**src/rtl/game_pkg.sv**
```systemverilog
// Shared types and constants for the board-game turn controller.
//   TILE_W       : width of a tile index
//   GOAL_TILE    : last tile on the default 16-tile board
//   game_state_t : controller states
//   advance_tile : position after a roll, clamped at the goal tile
package game_pkg;

    localparam int unsigned TILE_W = 4;
    localparam logic [TILE_W-1:0] GOAL_TILE = 4'd15;

    typedef enum logic [2:0] {
        ST_INTRO,
        ST_WAIT_DICE,
        ST_MOVE,
        ST_ANIM,
        ST_WIN
    } game_state_t;

    // Sum is formed one bit wider so 15 + 6 cannot wrap before the clamp.
    function automatic logic [TILE_W-1:0] advance_tile(
        input logic [TILE_W-1:0] pos,
        input logic [2:0]        pips,
        input logic [TILE_W-1:0] goal
    );
        logic [TILE_W:0] sum;
        sum = (TILE_W+1)'(pos) + (TILE_W+1)'(pips);
        if (sum >= (TILE_W+1)'(goal)) begin
            return goal;
        end
        return sum[TILE_W-1:0];
    endfunction

endpackage

```
**src/rtl/anim_watchdog.sv**
```systemverilog
// Cycle watchdog for the move animation.
//   clk, reset : clock and synchronous active-high reset
//   clr        : clear the count to zero (held while not animating)
//   en         : count while high
//   expired    : high in the cycle the count reaches TIMEOUT-1 while enabled
module anim_watchdog #(
    parameter int unsigned TIMEOUT = 100_000_000
) (
    input  logic clk,
    input  logic reset,
    input  logic clr,
    input  logic en,
    output logic expired
);

    localparam int unsigned CW = (TIMEOUT > 1) ? $clog2(TIMEOUT) : 1;
    localparam logic [CW-1:0] LAST = CW'(TIMEOUT - 1);

    logic [CW-1:0] count_q, count_d;

    always_comb begin
        count_d = count_q;
        if (clr) begin
            count_d = '0;
        end else if (en && (count_q != LAST)) begin
            count_d = count_q + CW'(1);
        end
    end

    assign expired = en && (count_q == LAST);

    always_ff @(posedge clk) begin
        if (reset) begin
            count_q <= '0;
        end else begin
            count_q <= count_d;
        end
    end

endmodule

```
**src/rtl/game_turn_controller.sv**
```systemverilog
// Two-player board-game turn controller: intro menu, dice acceptance,
// clamped move, animation wait with watchdog, and win/restart handling.
//   clk, reset     : clock and synchronous active-high reset
//   start_req      : intro "START GAME" pulse
//   restart_req    : return-to-intro pulse, honoured only after a win
//   dice_valid     : fresh dice recognition pulse, dice_value = pips (1..6 legal)
//   turn_done      : renderer finished the move animation
//   is_intro_state : high while in the intro menu
//   p1_pos, p2_pos : player tile indices
//   pos_valid      : one-cycle pulse when a position register is written by a move
//   winner_valid   : level, a winner exists; winner = 0 P1 / 1 P2
//   turn           : active player, 0 P1 / 1 P2
module game_turn_controller
    import game_pkg::*;
#(
    parameter int unsigned NUM_TILES    = 16,
    parameter int unsigned ANIM_TIMEOUT = 100_000_000
) (
    input  logic              clk,
    input  logic              reset,
    input  logic              start_req,
    input  logic              restart_req,
    input  logic              dice_valid,
    input  logic [2:0]        dice_value,
    input  logic              turn_done,
    output logic              is_intro_state,
    output logic [TILE_W-1:0] p1_pos,
    output logic [TILE_W-1:0] p2_pos,
    output logic              pos_valid,
    output logic              winner_valid,
    output logic              winner,
    output logic              turn
);

    localparam logic [TILE_W-1:0] GOAL = TILE_W'(NUM_TILES - 1);

    game_state_t       state_q, state_d;
    logic [TILE_W-1:0] p1_pos_q, p1_pos_d;
    logic [TILE_W-1:0] p2_pos_q, p2_pos_d;
    logic [2:0]        dice_q, dice_d;
    logic              turn_q, turn_d;
    logic              winner_q, winner_d;
    logic              winner_valid_q, winner_valid_d;
    logic              pos_valid_q, pos_valid_d;
    logic              is_intro_q, is_intro_d;
    logic [TILE_W-1:0] move_pos;
    logic              anim_expired;

    // Count is held at zero outside ANIM, so it always starts from 0 on entry.
    anim_watchdog #(
        .TIMEOUT (ANIM_TIMEOUT)
    ) u_watchdog (
        .clk     (clk),
        .reset   (reset),
        .clr     (state_q != ST_ANIM),
        .en      (state_q == ST_ANIM),
        .expired (anim_expired)
    );

    always_comb begin
        state_d        = state_q;
        p1_pos_d       = p1_pos_q;
        p2_pos_d       = p2_pos_q;
        dice_d         = dice_q;
        turn_d         = turn_q;
        winner_d       = winner_q;
        winner_valid_d = winner_valid_q;
        pos_valid_d    = 1'b0;
        move_pos       = advance_tile(turn_q ? p2_pos_q : p1_pos_q, dice_q, GOAL);

        case (state_q)
            ST_INTRO: begin
                if (start_req) begin
                    state_d        = ST_WAIT_DICE;
                    p1_pos_d       = '0;
                    p2_pos_d       = '0;
                    turn_d         = 1'b0;
                    winner_d       = 1'b0;
                    winner_valid_d = 1'b0;
                end
            end
            ST_WAIT_DICE: begin
                if (dice_valid && (dice_value != 3'd0) && (dice_value != 3'd7)) begin
                    dice_d  = dice_value;
                    state_d = ST_MOVE;
                end
            end
            ST_MOVE: begin
                if (turn_q) begin
                    p2_pos_d = move_pos;
                end else begin
                    p1_pos_d = move_pos;
                end
                pos_valid_d = 1'b1;
                if (move_pos == GOAL) begin
                    winner_valid_d = 1'b1;
                    winner_d       = turn_q;
                end
                state_d = ST_ANIM;
            end
            ST_ANIM: begin
                // turn_done and expiry together still make one transition.
                if (turn_done || anim_expired) begin
                    if (winner_valid_q) begin
                        state_d = ST_WIN;
                    end else begin
                        turn_d  = ~turn_q;
                        state_d = ST_WAIT_DICE;
                    end
                end
            end
            ST_WIN: begin
                if (restart_req) begin
                    state_d        = ST_INTRO;
                    p1_pos_d       = '0;
                    p2_pos_d       = '0;
                    turn_d         = 1'b0;
                    winner_d       = 1'b0;
                    winner_valid_d = 1'b0;
                end
            end
            default: state_d = ST_INTRO;
        endcase

        is_intro_d = (state_d == ST_INTRO);
    end

    always_ff @(posedge clk) begin
        if (reset) begin
            state_q        <= ST_INTRO;
            p1_pos_q       <= '0;
            p2_pos_q       <= '0;
            dice_q         <= '0;
            turn_q         <= 1'b0;
            winner_q       <= 1'b0;
            winner_valid_q <= 1'b0;
            pos_valid_q    <= 1'b0;
            is_intro_q     <= 1'b1;
        end else begin
            state_q        <= state_d;
            p1_pos_q       <= p1_pos_d;
            p2_pos_q       <= p2_pos_d;
            dice_q         <= dice_d;
            turn_q         <= turn_d;
            winner_q       <= winner_d;
            winner_valid_q <= winner_valid_d;
            pos_valid_q    <= pos_valid_d;
            is_intro_q     <= is_intro_d;
        end
    end

    assign is_intro_state = is_intro_q;
    assign p1_pos         = p1_pos_q;
    assign p2_pos         = p2_pos_q;
    assign pos_valid      = pos_valid_q;
    assign winner_valid   = winner_valid_q;
    assign winner         = winner_q;
    assign turn           = turn_q;

endmodule

```
**config.mk**
```make
export PLATFORM = sky130hd
export DESIGN_NAME = game_turn_controller
export DESIGN_NICKNAME = d
export VERILOG_FILES = /design/src/rtl/game_pkg.sv /design/src/rtl/anim_watchdog.sv /design/src/rtl/game_turn_controller.sv
export SDC_FILE = /design/constraint.sdc
export NUM_CORES = 1
export LEC_CHECK = 0
export ABC_AREA = 1
export CAP_MARGIN = 20
export CORE_AREA = 2 2 77 72
export DETAILED_ROUTE_END_ITERATION = 6
export DIE_AREA = 0 0 79 74
export PLACE_DENSITY = 0.73
export SYNTH_ARGS = -nofsm -noshare
export SYNTH_HDL_FRONTEND = slang
export SYNTH_SLANG_ARGS = --single-unit
```
**constraint.sdc**
```tcl
create_clock -name clk -period 2.2 [get_ports clk]
set_input_delay 0.44 -clock clk [delete_from_list [all_inputs] [get_ports clk]]
set_output_delay 0.44 -clock clk [all_outputs]
set_load 0.05 [all_outputs]
```
======== Word level (Yosys, flattened, before mapping) ========
Index checks and enable logic that the tools add are counted.
storage, ports and cells
  word-level logic and storage cells ...... 72
  input port bits ......................... 9
  register bits ........................... 46
  output and inout port bits .............. 13
cells by class
  bitwise gates (word level) .............. 1
  mux-type cells .......................... 26
  equality and inequality tests ........... 16
  $lt $le $gt $ge ......................... 1
  reductions and logical operators ........ 16
  add/sub/neg operators ................... 2
operators by type and width
  kind                                                                count
  2-to-1 mux 4 bit                                                    7
  adder 27 x 1 -> 27 bit (second input constant)                      1
  equality test 27 bit (second input constant)                        1
  inequality test 27 bit (second input constant)                      1
  case mux 4 bit (3 select lines)                                     2
  2-to-1 mux 3 bit                                                    5
  case mux 3 bit (5 select lines)                                     1
  inequality test 2 bit (second input constant)                       7
  AND reduction 4 bit                                                 3
  case mux 1 bit (3 select lines)                                     3
  nonzero test 3 bit                                                  3
  2-to-1 mux 1 bit                                                    8
  equality test 3 x 2 -> 1 bit (second input constant)                2
  zero test 3 bit                                                     2
  adder 4 x 3 -> 5 bit                                                1
  greater-or-equal comparator 5 x 4 -> 1 bit (second input constant)  1
  AND reduction 5 bit                                                 1
  equality test 4 bit (second input constant)                         1
  logical AND 1 bit                                                   4
  equality test 3 x 1 -> 1 bit (second input constant)                1
  equality test 3 bit (second input constant)                         1
  inequality test 3 x 2 -> 1 bit (second input constant)              1
  inequality test 3 bit (second input constant)                       1
  AND reduction 2 bit                                                 1
  3 further kinds                                                     3

======== Longest topological paths before layout ========
Gate-level depths: netlist (run 1).
  depth in word-level cells ............... 8
  gate-level depth with buffers ........... 18
  mapped depth without buffers ............ 17

======== By module ========
From an unflattened synthesis (run 1), not the netlist that was laid out.
unflattened totals
  cells, all modules ...................... 464
  area total of the unflattened synthesis .. 2932.8 um2
by module, submodules not included
  module                instances  area an instance (um2)  cells each
  anim_watchdog         1          1864.3                  305
  game_turn_controller  1          1068.5                  159

======== Worst setup path after synthesis (run 1) ========
Ideal clock, no wire load.
  kind .................................... reg-to-reg
  from .................................... register turn_q, in the netlist turn
  to ...................................... register winner_q, in the netlist winner
  stages on the path, launching flop included .. 14
  buffers on the path ..................... 1
  path slack .............................. -257 ps
  clock period less this slack ............ 2457 ps
  arrival time ............................ 2341 ps
  path through ............................ dfxtp_1 > buf_2 > inv_1 > or2_2 > o21ai_0 > fa_1 > nor2_1 > nand2_1 > nand2_1 > nand3_1 > nand2_1 > nand2_1 > nand2_1 > nor2_1
between the ends
  cells in the longest elaborated chain, start to end .. 8
  elaborated cells between the ends (all ways) .. 10
RTL lines
  item                                        line                         source
  start: declaration                          game_turn_controller.sv:41   logic turn_q, turn_d;
  start signal: assignment                    game_turn_controller.sv:144  turn_q <= turn_d;
  2-to-1 mux 4 bit                            game_turn_controller.sv:69   move_pos = advance_tile(turn_q ? p2_pos_q : p1_pos_q, dice_q, GOAL);
  adder 4 x 3 -> 5 bit                        game_pkg.sv:26               sum = (TILE_W+1)'(pos) + (TILE_W+1)'(pips);
  greater-or-equal comparator 5 x 4 -> 1 bit  game_pkg.sv:27               if (sum >= (TILE_W+1)'(goal)) begin
  2-to-1 mux 1 bit                            game_pkg.sv:27
  2-to-1 mux 4 bit                            game_pkg.sv:30               return sum[TILE_W-1:0];
  equality test 4 bit                         game_turn_controller.sv:95   if (move_pos == GOAL) begin
  inequality test 2 bit (no line)             -
  AND reduction 4 bit (no line)               -
  end signal: assignment                      game_turn_controller.sv:145  winner_q <= winner_d;
  end: declaration                            game_turn_controller.sv:42   logic winner_q, winner_d;
Several ways; a longest one is shown, not always the timed one. The select of a mux whose other input is x is not followed.
A chain may end at the register's enable or synchronous reset.

======== Final worst setup path (run 1) ========
  from .................................... register turn_q, in the netlist turn
  to ...................................... register p1_pos_q[1], in the netlist p1_pos[1]
between the ends
  cells in the longest elaborated chain, start to end .. 7
  elaborated cells between the ends (all ways) .. 9
RTL lines
  item                                        line                         source
  2-to-1 mux 4 bit                            game_turn_controller.sv:69
  adder 4 x 3 -> 5 bit                        game_pkg.sv:26
  greater-or-equal comparator 5 x 4 -> 1 bit  game_pkg.sv:27
  2-to-1 mux 1 bit                            game_pkg.sv:27
  2-to-1 mux 4 bit                            game_pkg.sv:30
  2-to-1 mux 4 bit                            game_turn_controller.sv:89   if (turn_q) begin
  case mux 4 bit (3 select lines)             game_turn_controller.sv:71   case (state_q)
  end signal: assignment                      game_turn_controller.sv:141  p1_pos_q <= p1_pos_d;
  end: declaration                            game_turn_controller.sv:38   logic [TILE_W-1:0] p1_pos_q, p1_pos_d;
Several ways; a longest one is shown, not always the timed one. The select of a mux whose other input is x is not followed.

==> flow_summary.ini, run 1 <==
[placed_design]
hpwl_mm = 5.092
place_congestion = 0.9377
place_area_um2 = 3098
portBuffers = 21

[synthesis]
syn_nets = 448
synthCells = 434
synth_ff_type = dfxtp_1
avgSynthCellArea_um2 = 6.478
synth_seq_cells = 46
synth.yosys.seq_area_share_pct = 32.75
yosysTopAreaCell = dfxtp_1
synth_cell_types = 34
synthTopCellsByCount = nand2_1, inv_1, dfxtp_1
yosys_warnings = 0
synth_edf_count = 0
syn_area_um2 = 2811
yosysMostFrequentCell = nand2_1
netlist.area_leader.share_pct = 32.75
synth_area_leaders = dfxtp_1, nand2_1, inv_1, nor2_1, a21oi_1
ys_async_sr_fraction_pct = 0

[sta]
fmax_mhz = 491.9
relSlewSlack_pct = 58.03
tightestPinTransition_ns = 0.6273
finalMaxSlewViolations = 0
layout_min_cycle_time_ns = 2.033
tns_ns = 0
final_hold_viol_count = 0
skew_ns = 0.01030
finalCritPeriodShare_pct = 92.40
rsz0062_at_grt = no
setup_viol = 0

[clock_tree]
clk_pin_slew_worst_paths_ns = 0.09
clock_path_buffers = 2
post_cts_buffers = 0
clock-sinks = 46
cts_tree = done
htree_levels = 2
clockRootBuffer = clkbuf_8
clk_latency_ns = 0.30
numCtsBuffers = 5
ctsHoldBuffers = 0

[power]
power_frac_comb_pct = 20.5
power-per-cell-area_nw_per_um2 = 582.6
ir_drop_mv = 0.4906
p_sw_mw = 0.5819
power.share.clock_pct = 31.2
power.share.switching_pct = 31.11
p_int_mw = 1.289
p_leak_nw = 1.253
seqPwrFrac_pct = 48.3

[floorplanning]
die_h_um = 74
core_area_um2 = 5067
io-pin-count = 22
start_util_pct = 55.48
rows = 25
fp.dieW_um = 79
floorplan.die_area_um2 = 5846

[outcome]
outcome = complete, no violations

[route]
drtAntennaViolNets = 0
routedWlPerCell_um = 12.93
drt_iter0_markers = 220
drcViolationCount = 0
vias_per_cell = 5.359
vias = 2824
drt-pass1-iter-count = 5
wl_mm = 6.816

[setup_path]
worst-setup-path-type = reg -> reg
critical_path_required_ns = 2.44
critPathSlowestCell = fa_2
critPathLaunchType = flop
cp_cell_sequence = inv_2, or2_2, o21ai_2, fa_2, nor2_1, nand2_1, nand2_1, nand3_1, nand2_1, nand2_1, a21oi_1
crit_fanout = 10
worstSetupEndpointType = flop
crit_top_cell = nand2_1
worstPathArrival_ns = 2.27
reg2regPathDepth = 11
slowest_delay_ns = 0.48

[global_route]
grt_max_degree = 28
grt_overflow_total = 0
antenna_found_initial = 0
grt_usage_pct = 24.63
grt_pass1_wl_mm = 11.29
first_global_vias = 2464

[layout]
fin_util_pct = 63.36
diodes = 0
area_delta_synth_final_pct = 14.20
stdcell_area_um2 = 3211
drive_gt1_share_pct = 9.565
layout.nets = 473

[min_path]
holdPathStages = 2
hold_class = reg -> reg

[run]
drv_cap = 0
-- cell usage in the layout, fill, tap and decap left out, types with 2 or more instances in the layout --
master | synthesis | routed
xor2_1 | 10 | 10
and3_1 | 3 | 3
inv_1 | 52 | 51
clkinv_2 | 0 | 2
inv_2 | 2 | 3
a21oi_2 | 12 | 12
dfxtp_1 | 46 | 45
clkdlybuf4s50_1 | 0 | 21
nand2_1 | 145 | 144
nand3b_1 | 3 | 3
nor3_1 | 14 | 14
nand4_1 | 4 | 4
nor2_1 | 40 | 40
o211ai_1 | 3 | 3
o21ai_0 | 15 | 14
o21ai_1 | 3 | 3
nand2_4 | 2 | 2
clkbuf_8 | 0 | 5
nand3_1 | 26 | 26
nand2_2 | 1 | 2
nor2_4 | 3 | 3
buf_4 | 0 | 4
a21oi_1 | 28 | 28
ha_1 | 4 | 4
-- cells by family (layout without fill, tap and decap cells) --
| group | count (synthesis) | in the layout | synth area share (%) |
|---|---|---|---|
| and+or+nand+nor | 247 | 247 | 38.54 |
| AOI/OAI and AO/OA | 64 | 64 | 13.71 |
| buffers and inverters | 62 | 88 | 9.390 |
| DFF | 46 | 46 | 32.75 |
| xor gates and xnor gates | 10 | 10 | 3.115 |
| adders and majority gates | 5 | 5 | 2.492 |
-- worst max-delay path, delay by kind of cell, from the launching register on --
kind	cells	cell delay (ns)
AO/OA/AOI/OAI	2	0.24
adder cells (fa/ha/maj)	1	0.48
buffers and inverters	1	0.06
flip-flops	1	0.41
AND/OR/NAND/NOR	7	0.77
-- metal layers --
| layer | vias up | track usage [%] | wire (um) |
|---|---|---|---|
| met5 | - | 0 | 0 |
| met4 | 0 | 7.663 | 63 |
| li1 | 1434 | - | - |
| met3 | 4 | 4.005 | 504 |
| met1 | 1289 | 36.71 | 3414 |
| met2 | 97 | 36.72 | 2833 |
-- state kept, by name, indices dropped and copies added, names as in the netlist --
register and flops:
winner_valid 1, is_intro_state 1, p2_pos 4, dice_q 3, p1_pos 4, pos_valid 1, state_q 3, turn 1
u_watchdog.count_q 27, winner 1
-- stage by stage --
stage	setup slack, ns	power [mW]	instances	hold WS, ns
2_1_floorplan	0.04169	1.183	434	0.4627
3_3_place_gp	0.1853	1.291	519	0.4784
3_5_place_dp	0.07056	1.298	519	0.4848
4_1_cts	0.06747	1.883	527	0.5006
5_1_grt	0.01686	1.954	527	0.5216
6_report	0.1673	1.871	527	0.4931
-- cell type report --
cell class                      count  area, um2
Fill cell                         481       1857
Timing Repair Buffer               26      260.3
Tap cell                           67      83.83
Multi-Input combinational cell    326       1635
Sequential cell                    46      924.6
Clock buffer                        6      93.84
Inverter                           54      202.7
Clock inverter                      2      10.01
-- power by group through the flow --
stage	Sequential, mW	Clock (mW)	Combinational, mW
5_1_grt	0.909	0.626	0.419
4_1_cts	0.901	0.602	0.380
6_report	0.903	0.584	0.383
3_3_place_gp	0.920	0	0.371
2_1_floorplan	1.01	0	0.175
3_5_place_dp	0.920	0	0.378
-- path summary, 6_finish.rpt --
kind	to	slack (ns)	startpoint
max reg2reg	p1_pos[1]	0.17	turn
max	p1_pos[1]	0.17	turn
min	winner	0.49	winner
min reg2reg	winner	0.49	winner
-- timing repair --
| action | 4_1_cts | 5_1_grt |
|---|---|---|
| resized for setup | 0 | 5 |
| setup endpoints to repair | 0 | 6 |
| endpoints found under the hold margin | 0 | 0 |
Note: power is estimated with default switching activity, not from simulation.
==> inputs of run 2 (changes only) <==
--- a/config.mk
+++ b/config.mk
@@ -7,10 +7,10 @@
 export LEC_CHECK = 0
 export ABC_AREA = 1
 export CAP_MARGIN = 20
-export CORE_AREA = 2 2 77 72
+export CORE_AREA = 2 2 87 80
 export DETAILED_ROUTE_END_ITERATION = 6
-export DIE_AREA = 0 0 79 74
-export PLACE_DENSITY = 0.73
+export DIE_AREA = 0 0 89 82
+export PLACE_DENSITY = 0.59
 export SYNTH_ARGS = -nofsm -noshare
 export SYNTH_HDL_FRONTEND = slang
 export SYNTH_SLANG_ARGS = --single-unit
==> constraint.sdc (replaced) <==
create_clock -name clk -period 2.6 [get_ports clk]
set_input_delay 0.52 -clock clk [delete_from_list [all_inputs] [get_ports clk]]
set_output_delay 0.52 -clock clk [all_outputs]
set_load 0.05 [all_outputs]
==> flow_summary.ini, run 2 (synthesized netlist as in run 1, its figures left out) <==
[sta]
layout_min_cycle_time_ns = 2.238
relSlewSlack_pct = 59.88
skew_ns = 0.01346
fmax_mhz = 446.8
tightestPinTransition_ns = 0.5996
setup_viol = 0
final_hold_viol_count = 0
rsz0062_at_grt = no
tns_ns = 0
finalCritPeriodShare_pct = 86.08
finalMaxSlewViolations = 0

[global_route]
grt_pass1_wl_mm = 11.83
grtUsageMet3_pct = 3.819
grt_overflow_total = 0
antenna_found_initial = 0
grt_usage_pct = 20.89
grt_max_degree = 28
top_usage_layer = met1
met1_usage_pct = 32.44
use_met2_pct = 29.33
first_global_vias = 2445

[power]
ir_drop_mv = 0.2522
power.share.clock_pct = 37.1
power_frac_comb_pct = 19.0
p_int_mw = 1.231
p_sw_mw = 0.5013
power.share.switching_pct = 28.94
power-per-cell-area_nw_per_um2 = 534.6
p_leak_nw = 1.250
seqPwrFrac_pct = 43.9
power_mw = 1.732

[floorplanning]
start_util_pct = 43.61
rows = 28
io-pin-count = 22
core_area_um2 = 6446
floorplan.die_area_um2 = 7298
die_h_um = 82
fp.dieW_um = 89

[setup_path]
regToRegStartpoint = turn
critical_path_required_ns = 2.81
crit_path_start = turn
reg2regPathDepth = 12
critPathLaunchType = flop
worst-setup-path-type = reg -> reg
crit_fanout = 5
worstSetupEndpointType = flop
reg2reg_to = winner
worstPathArrival_ns = 2.45
worstSetupEndpoint = winner
reg2reg_slack_ns = 0.36

[layout]
mostFrequentLayoutCells = nand2_1, inv_1, dfxtp_1, nor2_1, a21oi_1
fill_cells = 677
layout.nets = 472
layout.cells.non_filler = 549
mostFrequentLayoutCell = nand2_1
drive_gt1_share_pct = 8.279
diodes = 0
largest_register_ffs = 27
regMostFlops = u_watchdog.count_q
area_delta_synth_final_pct = 15.26

[clock_tree]
clockRootBuffer = clkbuf_8
cts_resized = 0
htree_levels = 2
clk_latency_ns = 0.30
clk_pin_slew_worst_paths_ns = 0.10
clock_path_buffers = 2
cts_tree = done
ctsHoldBuffers = 0
post_cts_buffers = 0
clock-sinks = 46
numCtsBuffers = 5

[run]
drv_cap = 0

[outcome]
outcome = complete, no violations

[route]
drtAntennaViolNets = 0
drt-pass1-iter-count = 4
routedWlPerCell_um = 12.69
drt_iter0_markers = 158
drcViolationCount = 0
vias = 2701
vias_per_cell = 4.920
wl_mm = 6.966

[placed_design]
hpwl_mm = 5.327
portBuffers = 21
place_congestion = 0.9471
place_inst = 541

[min_path]
hold_class = reg -> reg
holdPathStages = 2
[run 2: layout make-up]
cell class	count	area (um2)	area share, %
clock buffers	5	68.82	2.124
clock inverters	3	68.82	2.124
inverters	54	202.7	6.255
multi-input cells	326	1627	50.19
flip-flops and latches	46	920.9	28.42
well taps	90	112.6	3.475
repair buffers	25	240.2	7.413
[run 2: power by group through the flow]
stage,logic [mW],clock network (mW),registers (mW)
final,0.329,0.643,0.761
after CTS,0.328,0.653,0.760
after global placement,0.325,0,0.776
after floorplan,0.147,0,0.852
after detailed placement,0.328,0,0.776
after global routing,0.360,0.690,0.764
[run 2: worst min path at each step]
stage                     slack [ns]                     end              startpoint
after global placement          0.46                  winner                  winner
after global routing            0.53  u_watchdog.count_q[26]  u_watchdog.count_q[26]
after CTS                       0.49                  winner                  winner
after detailed placement        0.47                  winner                  winner
after floorplan                 0.46   u_watchdog.count_q[3]   u_watchdog.count_q[3]
final                           0.49                  winner                  winner
[run 2: metal layers]
metal	vias to the layer above	part of all wire, %
li1	1434	-
met1	1208	55
met2	53	39
met3	6	4.9
met4	0	0.95
met5	-	0
[run 2: critical path, cell delays in order, from the launching register on]
cell and delay [ns]:
dfxtp_1 0.42, inv_1 0.12, or2_2 0.29, o21ai_0 0.14
fa_1 0.50, nor2_1 0.13, nand2_1 0.05, nand2_1 0.05
nand3_1 0.13, nand2_1 0.13, nand2_1 0.06, nand2_1 0.07
nor2_1 0.05
[run 2: through the flow]
step / utilization, % / setup slack [ns] / hold slack, ns / instance area [um2]
5_1_grt: 50.27 / 0.1977 / 0.5323 / 3241
2_1_floorplan: - / 0.1435 / 0.4627 / 2811
3_5_place_dp: 48.14 / 0.3961 / 0.4670 / 3103
6_report: 50.27 / 0.3620 / 0.4896 / 3241
3_3_place_gp: 48.14 / 0.4711 / 0.4588 / 3103
4_1_cts: 50.27 / 0.3830 / 0.4913 / 3241
